$ cat config.mk
export PLATFORM = sky130hd
export DESIGN_NAME = tcp_slow_path_send_q
export DESIGN_NICKNAME = d
export VERILOG_FILES = /design/src/rtl/tcp_slow_path_send_q.sv
export SDC_FILE = /design/constraint.sdc
export NUM_CORES = 1
export LEC_CHECK = 0
export CORE_ASPECT_RATIO = 1.2
export CORE_UTILIZATION = 49
export DETAILED_ROUTE_END_ITERATION = 10
export PLACE_DENSITY = 0.76
export REMOVE_ABC_BUFFERS = 1
export SLEW_MARGIN = 5
export SYNTH_ARGS = -nofsm -noshare
export SYNTH_HDL_FRONTEND = slang
export SYNTH_SLANG_ARGS = --single-unit
$ cat constraint.sdc
create_clock -name clk -period 11.3 [get_ports clk]
set_clock_uncertainty 0.2 [all_clocks]
set_input_delay 1.695 -clock clk [delete_from_list [all_inputs] [get_ports clk]]
set_output_delay 1.695 -clock clk [all_outputs]
set_load 0.1 [all_outputs]
$ cat src/rtl/tcp_slow_path_send_q.sv
// tcp_slow_path_send_q: first-word fall-through queue that carries slow-path
// TCP headers (e.g. SYN-ACKs) with their flow id and IP addresses from the
// connection-setup logic to the transmit path. Also reports live occupancy
// and the high-water mark of occupancy since reset.

package tcp_slow_path_send_q_pkg;

    localparam int FLOWID_W  = 16;
    localparam int IP_ADDR_W = 32;

    typedef struct packed {
        logic [15:0] src_port;
        logic [15:0] dst_port;
        logic [31:0] seq_num;
        logic [31:0] ack_num;
        logic [7:0]  flags;
        logic [15:0] window;
    } tcp_pkt_hdr;

    typedef struct packed {
        tcp_pkt_hdr           pkt;
        logic [FLOWID_W-1:0]  flowid;
        logic [IP_ADDR_W-1:0] src_ip;
        logic [IP_ADDR_W-1:0] dst_ip;
    } send_q_entry_t;

endpackage

module tcp_slow_path_send_q
    import tcp_slow_path_send_q_pkg::*;
#(
    parameter int DEPTH_LOG2 = 2
) (
    input  logic                  clk,
    input  logic                  rst,

    input  logic                  slow_path_send_pkt_enqueue_val,
    output logic                  slow_path_send_pkt_enqueue_rdy,
    input  tcp_pkt_hdr            slow_path_send_pkt_enqueue_pkt,
    input  logic [FLOWID_W-1:0]   slow_path_send_pkt_enqueue_flowid,
    input  logic [IP_ADDR_W-1:0]  slow_path_send_pkt_enqueue_src_ip,
    input  logic [IP_ADDR_W-1:0]  slow_path_send_pkt_enqueue_dst_ip,

    output logic                  slow_path_send_pkt_dequeue_val,
    input  logic                  slow_path_send_pkt_dequeue_rdy,
    output tcp_pkt_hdr            slow_path_send_pkt_dequeue_pkt,
    output logic [FLOWID_W-1:0]   slow_path_send_pkt_dequeue_flowid,
    output logic [IP_ADDR_W-1:0]  slow_path_send_pkt_dequeue_src_ip,
    output logic [IP_ADDR_W-1:0]  slow_path_send_pkt_dequeue_dst_ip,

    output logic [DEPTH_LOG2:0]   slow_path_send_q_count,
    output logic [DEPTH_LOG2:0]   slow_path_send_q_hwm
);

    localparam int                DEPTH = 1 << DEPTH_LOG2;
    localparam logic [DEPTH_LOG2:0] ONE = DEPTH_LOG2'(1);

    // Pointers carry one extra wrap bit so full and empty are distinguishable.
    logic [DEPTH_LOG2:0] r_wr_ptr;
    logic [DEPTH_LOG2:0] r_rd_ptr;
    logic [DEPTH_LOG2:0] r_count;
    logic [DEPTH_LOG2:0] r_hwm;
    send_q_entry_t       r_mem [DEPTH];

    logic                w_empty;
    logic                w_full;
    logic                w_enq;
    logic                w_deq;
    logic [DEPTH_LOG2:0] w_count_nxt;
    send_q_entry_t       w_head;
    send_q_entry_t       w_wr_entry;

    assign w_empty = (r_wr_ptr == r_rd_ptr);
    assign w_full  = (r_wr_ptr[DEPTH_LOG2] != r_rd_ptr[DEPTH_LOG2]) &&
                     (r_wr_ptr[DEPTH_LOG2-1:0] == r_rd_ptr[DEPTH_LOG2-1:0]);

    // Ready depends only on registered pointers: a dequeue in the same cycle
    // never opens a slot for a simultaneous enqueue when full.
    assign slow_path_send_pkt_enqueue_rdy = !w_full;
    assign slow_path_send_pkt_dequeue_val = !w_empty;

    // Handshakes are ignored on any edge sampled while reset is high.
    assign w_enq = slow_path_send_pkt_enqueue_val && !w_full  && !rst;
    assign w_deq = slow_path_send_pkt_dequeue_rdy && !w_empty && !rst;

    assign w_wr_entry = '{pkt:    slow_path_send_pkt_enqueue_pkt,
                          flowid: slow_path_send_pkt_enqueue_flowid,
                          src_ip: slow_path_send_pkt_enqueue_src_ip,
                          dst_ip: slow_path_send_pkt_enqueue_dst_ip};

    // Head entry is read straight from storage (first-word fall-through).
    assign w_head = r_mem[r_rd_ptr[DEPTH_LOG2-1:0]];
    assign slow_path_send_pkt_dequeue_pkt    = w_head.pkt;
    assign slow_path_send_pkt_dequeue_flowid = w_head.flowid;
    assign slow_path_send_pkt_dequeue_src_ip = w_head.src_ip;
    assign slow_path_send_pkt_dequeue_dst_ip = w_head.dst_ip;

    assign slow_path_send_q_count = r_count;
    assign slow_path_send_q_hwm   = r_hwm;

    // Next occupancy: +1 on enqueue only, -1 on dequeue only.
    always_comb begin
        // NOTE: default assignment first so every path drives the signal and no latch is inferred.
        w_count_nxt = r_count;
        unique case ({w_enq, w_deq})
            2'b10:   w_count_nxt = r_count + ONE;
            2'b01:   w_count_nxt = r_count - ONE;
            default: w_count_nxt = r_count;
        endcase
    end

    // Storage write; entries written at edge N become visible at the head after edge N.
    always_ff @(posedge clk) begin
        // NOTE: storage is deliberately not reset; empty/full come from the pointers, so stale entries are never observed.
        if (w_enq) begin
            r_mem[r_wr_ptr[DEPTH_LOG2-1:0]] <= w_wr_entry;
        end
    end

    // Pointer, occupancy and high-water-mark state.
    always_ff @(posedge clk or posedge rst) begin
        // NOTE: sequential state uses non-blocking assignments so all registers update from pre-edge values.
        if (rst) begin
            r_wr_ptr <= '0;
            r_rd_ptr <= '0;
            r_count  <= '0;
            r_hwm    <= '0;
        end else begin
            if (w_enq) r_wr_ptr <= r_wr_ptr + ONE;
            if (w_deq) r_rd_ptr <= r_rd_ptr + ONE;
            r_count <= w_count_nxt;
            // Occupancy never exceeds DEPTH, so the mark saturates there naturally.
            if (w_count_nxt > r_hwm) r_hwm <= w_count_nxt;
        end
    end

endmodule

==> results of run 1 <==
-- registers in the layout (all words and copies together), names as in the netlist --
name                    count
r_wr_ptr                    3
slow_path_send_q_hwm        3
slow_path_send_q_count      3
r_mem                     800
r_rd_ptr                    3
-- layer usage --
metal	GRT usage	vias to the layer above	wire (um)
met5	0	-	74
met2	0.3306	430	31770
li1	-	5793	-
met1	0.2556	7179	23440
met3	0.04503	108	3979
met4	0.08393	12	1781
-- path summary, 6_finish.rpt --
path / start / to / slack, ns / cells after the start
min in group asynchronous: rst / slow_path_send_q_hwm[0] / 1.47 / 2
max reg2reg: r_rd_ptr[1] / slow_path_send_q_hwm[1] / 6.08 / 13
max: r_rd_ptr[0] / slow_path_send_pkt_dequeue_pkt[29] / 4.82 / 4
min reg2reg: slow_path_send_q_hwm[0] / slow_path_send_q_hwm[0] / 0.36 / 1
max in group asynchronous: rst / r_rd_ptr[1] / 8.99 / 2
min: slow_path_send_q_hwm[0] / slow_path_send_q_hwm[0] / 0.36 / 1
-- final cells by class --
class / count / area [um^2]
flip-flops and latches: 812 / 24330
multi-input cells: 253 / 5011
clock buffers: 93 / 2092
inverters: 9 / 33.78
clock inverters: 50 / 519.2
well taps: 800 / 1001
diodes: 9 / 22.52
fillers: 4038 / 22310
repair buffers: 430 / 4269
-- cells in the final DEF (no fill, tap or decap), types with 3 or more instances in the layout --
cell	count
clkdlybuf4s50_1	411
ha_1	9
inv_1	9
diode_2	9
clkbuf_1	10
buf_4	18
dfrtp_1	10
edfxtp_1	800
and2_4	3
inv_6	5
clkbuf_16	81
mux2_2	4
bufinv_16	10
clkinv_1	19
xnor2_1	4
clkinvlp_4	7
clkinv_2	8
nand2_1	3
mux4_2	200
-- kinds of logic (layout without fill, tap and decap cells) --
family	after synthesis	in the layout	share of synthesized area
other	0	9	0
muxes	205	205	0.1540
AOI/OAI and AO/OA	14	14	0.004057
adders and majority gates	10	10	0.004480
buffers and inverters	54	582	0.009847
and+or+nand+nor	16	16	0.003169
DFF	812	812	0.8215
xor gates and xnor gates	8	8	0.002874
-- stage by stage --
step                      utilization  setup TNS (ns)  setup WS (ns)  std cells
after detailed placement       0.5814               0          5.341       2304
after floorplan                     -        -3429.17         -8.116       1074
after CTS                      0.6252               0          4.666       2447
after global placement         0.5814               0          5.343       2304
final                          0.6256               0          4.822       2456
after global routing           0.6255               0          4.492       2454
==> results by group, run 1 <==
Status
  – Status: completed

Job
  – Max-cap violations: 0

Worst setup path
  – Cell family with most CP delay: buffers and inverters
  – Crit path max-delay cell type: clkdlybuf4s50_1
  – CP bufs+invs: 3
  – Startpoint Class: flip-flop
  – Crit. End Element: primary output
  – WS Path Type: flip-flop to primary output
  – CP Cell Sequence: buf_4, buf_4, mux4_2, clkdlybuf4s50_1
  – CP required: 9.41 ns
  – CP max FO: 39
  – Worst EP arrival: 4.58 ns
  – CP most frequent cell: buf_4
  – Worst path max stage delay: 1.02 ns

Synth
  – Post-synth EDFFs: 800
  – Yosys top cell by area: edfxtp_1
  – Most common cell in the netlist: edfxtp_1
  – Synth Cell Area: between 0.02 and 0.03 mm^2
  – Seq cells post-synth: 812
  – Prevailing post-synth register cell: edfxtp_1
  – Post-Syn Instances: 1119
  – Ys Warns: 0
  – Syn_area_per_cell: 26.46 um^2
  – Synth top area cells: edfxtp_1, mux4_2, dfrtp_1
  – Post-synth top area share: 0.8114
  – Post-synth top cells: edfxtp_1, mux4_2, buf_4
  – Post-synthesis cell type count: 33
  – Fraction of registers with async set or reset after synthesis: 0.01478
  – Sequential fraction of the synthesis area: 0.8215

Hold path
  – Hold Crit Class: flip-flop to flip-flop

STA
  – Final Critical Period: 6.478 ns
  – Slew HR: 0.2565
  – Final Cycle Share: 0.5733
  – Hold slack: 0.3561 ns
  – Fin. max-slew vios: 0
  – Unrepaired setup endpoints after global routing: false
  – Count of final hold-check violations: 0
  – Worst slew pin tran: 1.112 ns
  – Setup Viol. Count Final: 0
  – Max Fclk: 154.4 MHz

Routing
  – Vias: around 14000
  – Wire per inst: 24.86 um
  – Via density: approximately 5.5
  – Iteration-0 DRC Markers: between 800 and 900
  – DRT Pass-1 Iters: 5
  – Antenna Violating Nets Remaining: 0
  – Drt drc: 0
  – Total Routed Length: 61050 um

Place
  – Final HPWL DP: about 37000 um
  – Routability cong.: 0.7834
  – Post-placement cell area: between 0.03 and 0.04 mm^2
  – PortBufs: 411

Floorplan
  – Core ar.: 0.05959 mm^2
  – DIE WIDTH: 226.4 um
  – Rows: 98
  – Die ar.: 0.06141 mm^2
  – Starting Density: 0.4968
  – Die Y-Extent: between 200 and 300 um
  – # IOs: 412

Finish
  – Layout cells sized above 1: 0.2113
  – Final instance area: 0.03728 mm^2
  – Nets@finish: 1799
  – Area growth, synth to finish: 25.91%

GRT
  – Initial antenna violation count: 13
  – Vias in the first global route: 14200
  – Grt total ovfl: 0
  – First-pass GRT wire length: 89270 um
  – Total track usage: 0.1997
  – Pin count of the biggest net entering global routing: 103

CTS
  – CTS resizes: 0
  – Clk_lat worst skew: 0.60 ns
  – TritonCTS clock tree: built
  – H-Tree Depth: 3
  – Clock sink count: 812
  – CTS Root Cell: clkbuf_16
  – Worst-path clk slew: 0.06 ns
  – CTS Buf Count: 79
  – Post-CTS Setup Bufs: 0
  – Clock Path Buffers: 3
  – Cts hold-fix bufs: 0
Power of run 1 is not shown: default switching activity piles up to over one toggle a cycle in this logic, so the estimate is an artifact.
==> run 2: changes to the inputs <==
==> constraint.sdc (replaced) <==
create_clock -name clk -period 5.4 [get_ports clk]
set_clock_uncertainty 0.2 [all_clocks]
set_input_delay 0.81 -clock clk [delete_from_list [all_inputs] [get_ports clk]]
set_output_delay 0.81 -clock clk [all_outputs]
set_load 0.1 [all_outputs]
==> results by group, run 2 (synthesis results as in run 1) <==
GRT
  – First-pass GRT wire length: 89420 um (+0.17%)
  – Pin count of the biggest net entering global routing: 121 (+17%)
  – Total track usage: 0.1978 (-0.001944)
  – Initial antenna violation count: 15 (+2)
  – Vias in the first global route: 14400 (+1.4%)
  – Grt total ovfl: 0 (unchanged)

STA
  – Fin. max-slew vios: 0 (unchanged)
  – Max Fclk: 208.0 MHz
  – Final Cycle Share: 0.8903
  – Unrepaired setup endpoints after global routing: false
  – Worst slew pin tran: 1.120 ns (+0.007766 ns)
  – Setup TNS: 0 ns (unchanged)
  – Setup Viol. Count Final: 0 (unchanged)
  – Slew HR: 0.2513 (-0.005194)
  – Count of final hold-check violations: 0 (unchanged)
  – Final Critical Period: 4.808 ns

Worst setup path
  – Reg2Reg Launch Point: r_rd_ptr[1]
  – Critical path startpoint: r_rd_ptr[1]
  – Crit. End Element: primary output
  – Cell family with most CP delay: buffers and inverters
  – Worst path max stage delay: 1.18 ns (+0.16 ns)
  – CP required: 4.39 ns (-5.02 ns)
  – WS Path Type: flip-flop to primary output
  – CP bufs+invs: 2 (-1)
  – Startpoint Class: flip-flop
  – CP Cell Sequence: buf_12, mux4_2, clkdlybuf4s50_1
  – CP max FO: 120 (+210%)
  – Worst EP arrival: 3.80 ns (-0.78 ns)
  – Crit path max-delay cell type: clkdlybuf4s50_1

Routing
  – Iteration-0 DRC Markers: 911 (+9.2%)
  – Via density: 5.485 (-0.37%)
  – Antenna Violating Nets Remaining: 0 (unchanged)
  – Vias: 13520 (-0.0074%)
  – Drt drc: 0 (unchanged)
  – Wire per inst: 24.29 um (-2.3%)
  – Total Routed Length: 59870 um (-1.9%)
  – DRT Pass-1 Iters: 5 (unchanged)

Status
  – Status: completed

CTS
  – Post-CTS Setup Bufs: 0 (unchanged)
  – CTS resizes: 0 (unchanged)
  – Clock Path Buffers: 3 (unchanged)
  – Clock sink count: 812 (unchanged)
  – Worst-path clk slew: 0.06 ns (about the same)
  – Clk_lat worst skew: 0.59 ns (about the same)
  – CTS Buf Count: 79 (unchanged)
  – TritonCTS clock tree: built
  – H-Tree Depth: 3 (unchanged)
  – Cts hold-fix bufs: 0 (unchanged)
  – CTS Root Cell: clkbuf_16

Finish
  – Commonest non-fill, non-tap cell in the layout: edfxtp_1
  – Most frequent cells in the layout: edfxtp_1, clkdlybuf4s50_1, mux4_2
  – Area growth, synth to finish: 25.74%
  – Final instance area: 0.03723 mm^2 (-0.14%)
  – Post-Layout Cell Count: 2465 (+0.37%)
  – Layout cells sized above 1: 0.2080 (-0.003313)
  – Nets@finish: 1806 (+0.39%)
  – Max reg flops: 800 (unchanged)

Place
  – Post-placement cell area: 0.03482 mm^2 (+0.49%)
  – PortBufs: 411 (unchanged)
  – Routability cong.: 0.7757 (-0.98%)
  – Final HPWL DP: 36690 um (-0.45%)
  – Placed cells: 2311 (+0.30%)

Job
  – Max-cap violations: 0 (unchanged)

Hold path
  – Hold Crit Start: slow_path_send_q_hwm[1]
  – Hold Crit Class: flip-flop to flip-flop

Floorplan
  – DIE WIDTH: 226.4 um (unchanged)
  – # IOs: 412 (unchanged)
  – Starting Density: 0.4968 (unchanged)
  – Core ar.: 0.05959 mm^2 (unchanged)
  – Die ar.: 0.06141 mm^2 (unchanged)
  – Die Y-Extent: 271.3 um (unchanged)
  – Rows: 98 (unchanged)
## run 2: routing by layer
metal / wire, um / share of wire / global-route usage
met5: 73 / 0.0012 / 0
met4: 1952 / 0.033 / 0.08286
met3: 4356 / 0.073 / 0.05661
met2: 31120 / 0.52 / 0.3318
met1: 22370 / 0.37 / 0.2400
## run 2: worst paths after layout
path / end / slack, ns / depth (start not counted)
max: slow_path_send_pkt_dequeue_dst_ip[4] / 0.59 / 3
min: slow_path_send_q_hwm[1] / 0.36 / 1
max reg2reg: slow_path_send_q_hwm[0] / 1.21 / 12
min reg2reg: slow_path_send_q_hwm[1] / 0.36 / 1
max in group asynchronous: r_rd_ptr[1] / 4.11 / 2
min in group asynchronous: r_wr_ptr[2] / 0.51 / 2
## run 2: stage by stage
| step | worst slack (ns) | hold slack (ns) | utilization |
|---|---|---|---|
| final | 0.5922 | 0.3561 | 0.6247 |
| after detailed placement | 0.9075 | 0.3410 | 0.5842 |
| after CTS | 0.6429 | 0.3586 | 0.6243 |
| after floorplan | -14.02 | 0.3348 | - |
| after global routing | 0.5527 | 0.3784 | 0.6247 |
| after global placement | 1.034 | 0.3341 | 0.5842 |
## run 2: final cells by class
| class | count | area (um^2) |
|---|---|---|
| clock inverters | 47 | 344.1 |
| repair buffers | 437 | 4439 |
| diodes | 11 | 27.53 |
| fillers | 3966 | 22360 |
| multi-input cells | 253 | 5011 |
| flip-flops and latches | 812 | 24330 |
| well taps | 800 | 1001 |
| clock buffers | 96 | 2041 |
| inverters | 9 | 33.78 |
## run 2: worst reg2reg max path, stage by stage (launching register included)
cell and delay (ns):
dfrtp_4 0.77, xnor2_2 0.27, a311oi_4 0.40, inv_1 0.09, ha_1 0.24, fa_1 0.39
xnor2_1 0.28, o21ai_0 0.11, o21ai_0 0.15, ha_1 0.33, and3_1 0.20, a21oi_1 0.26
mux2_2 0.38
Power of run 2 is left out for the same reason.
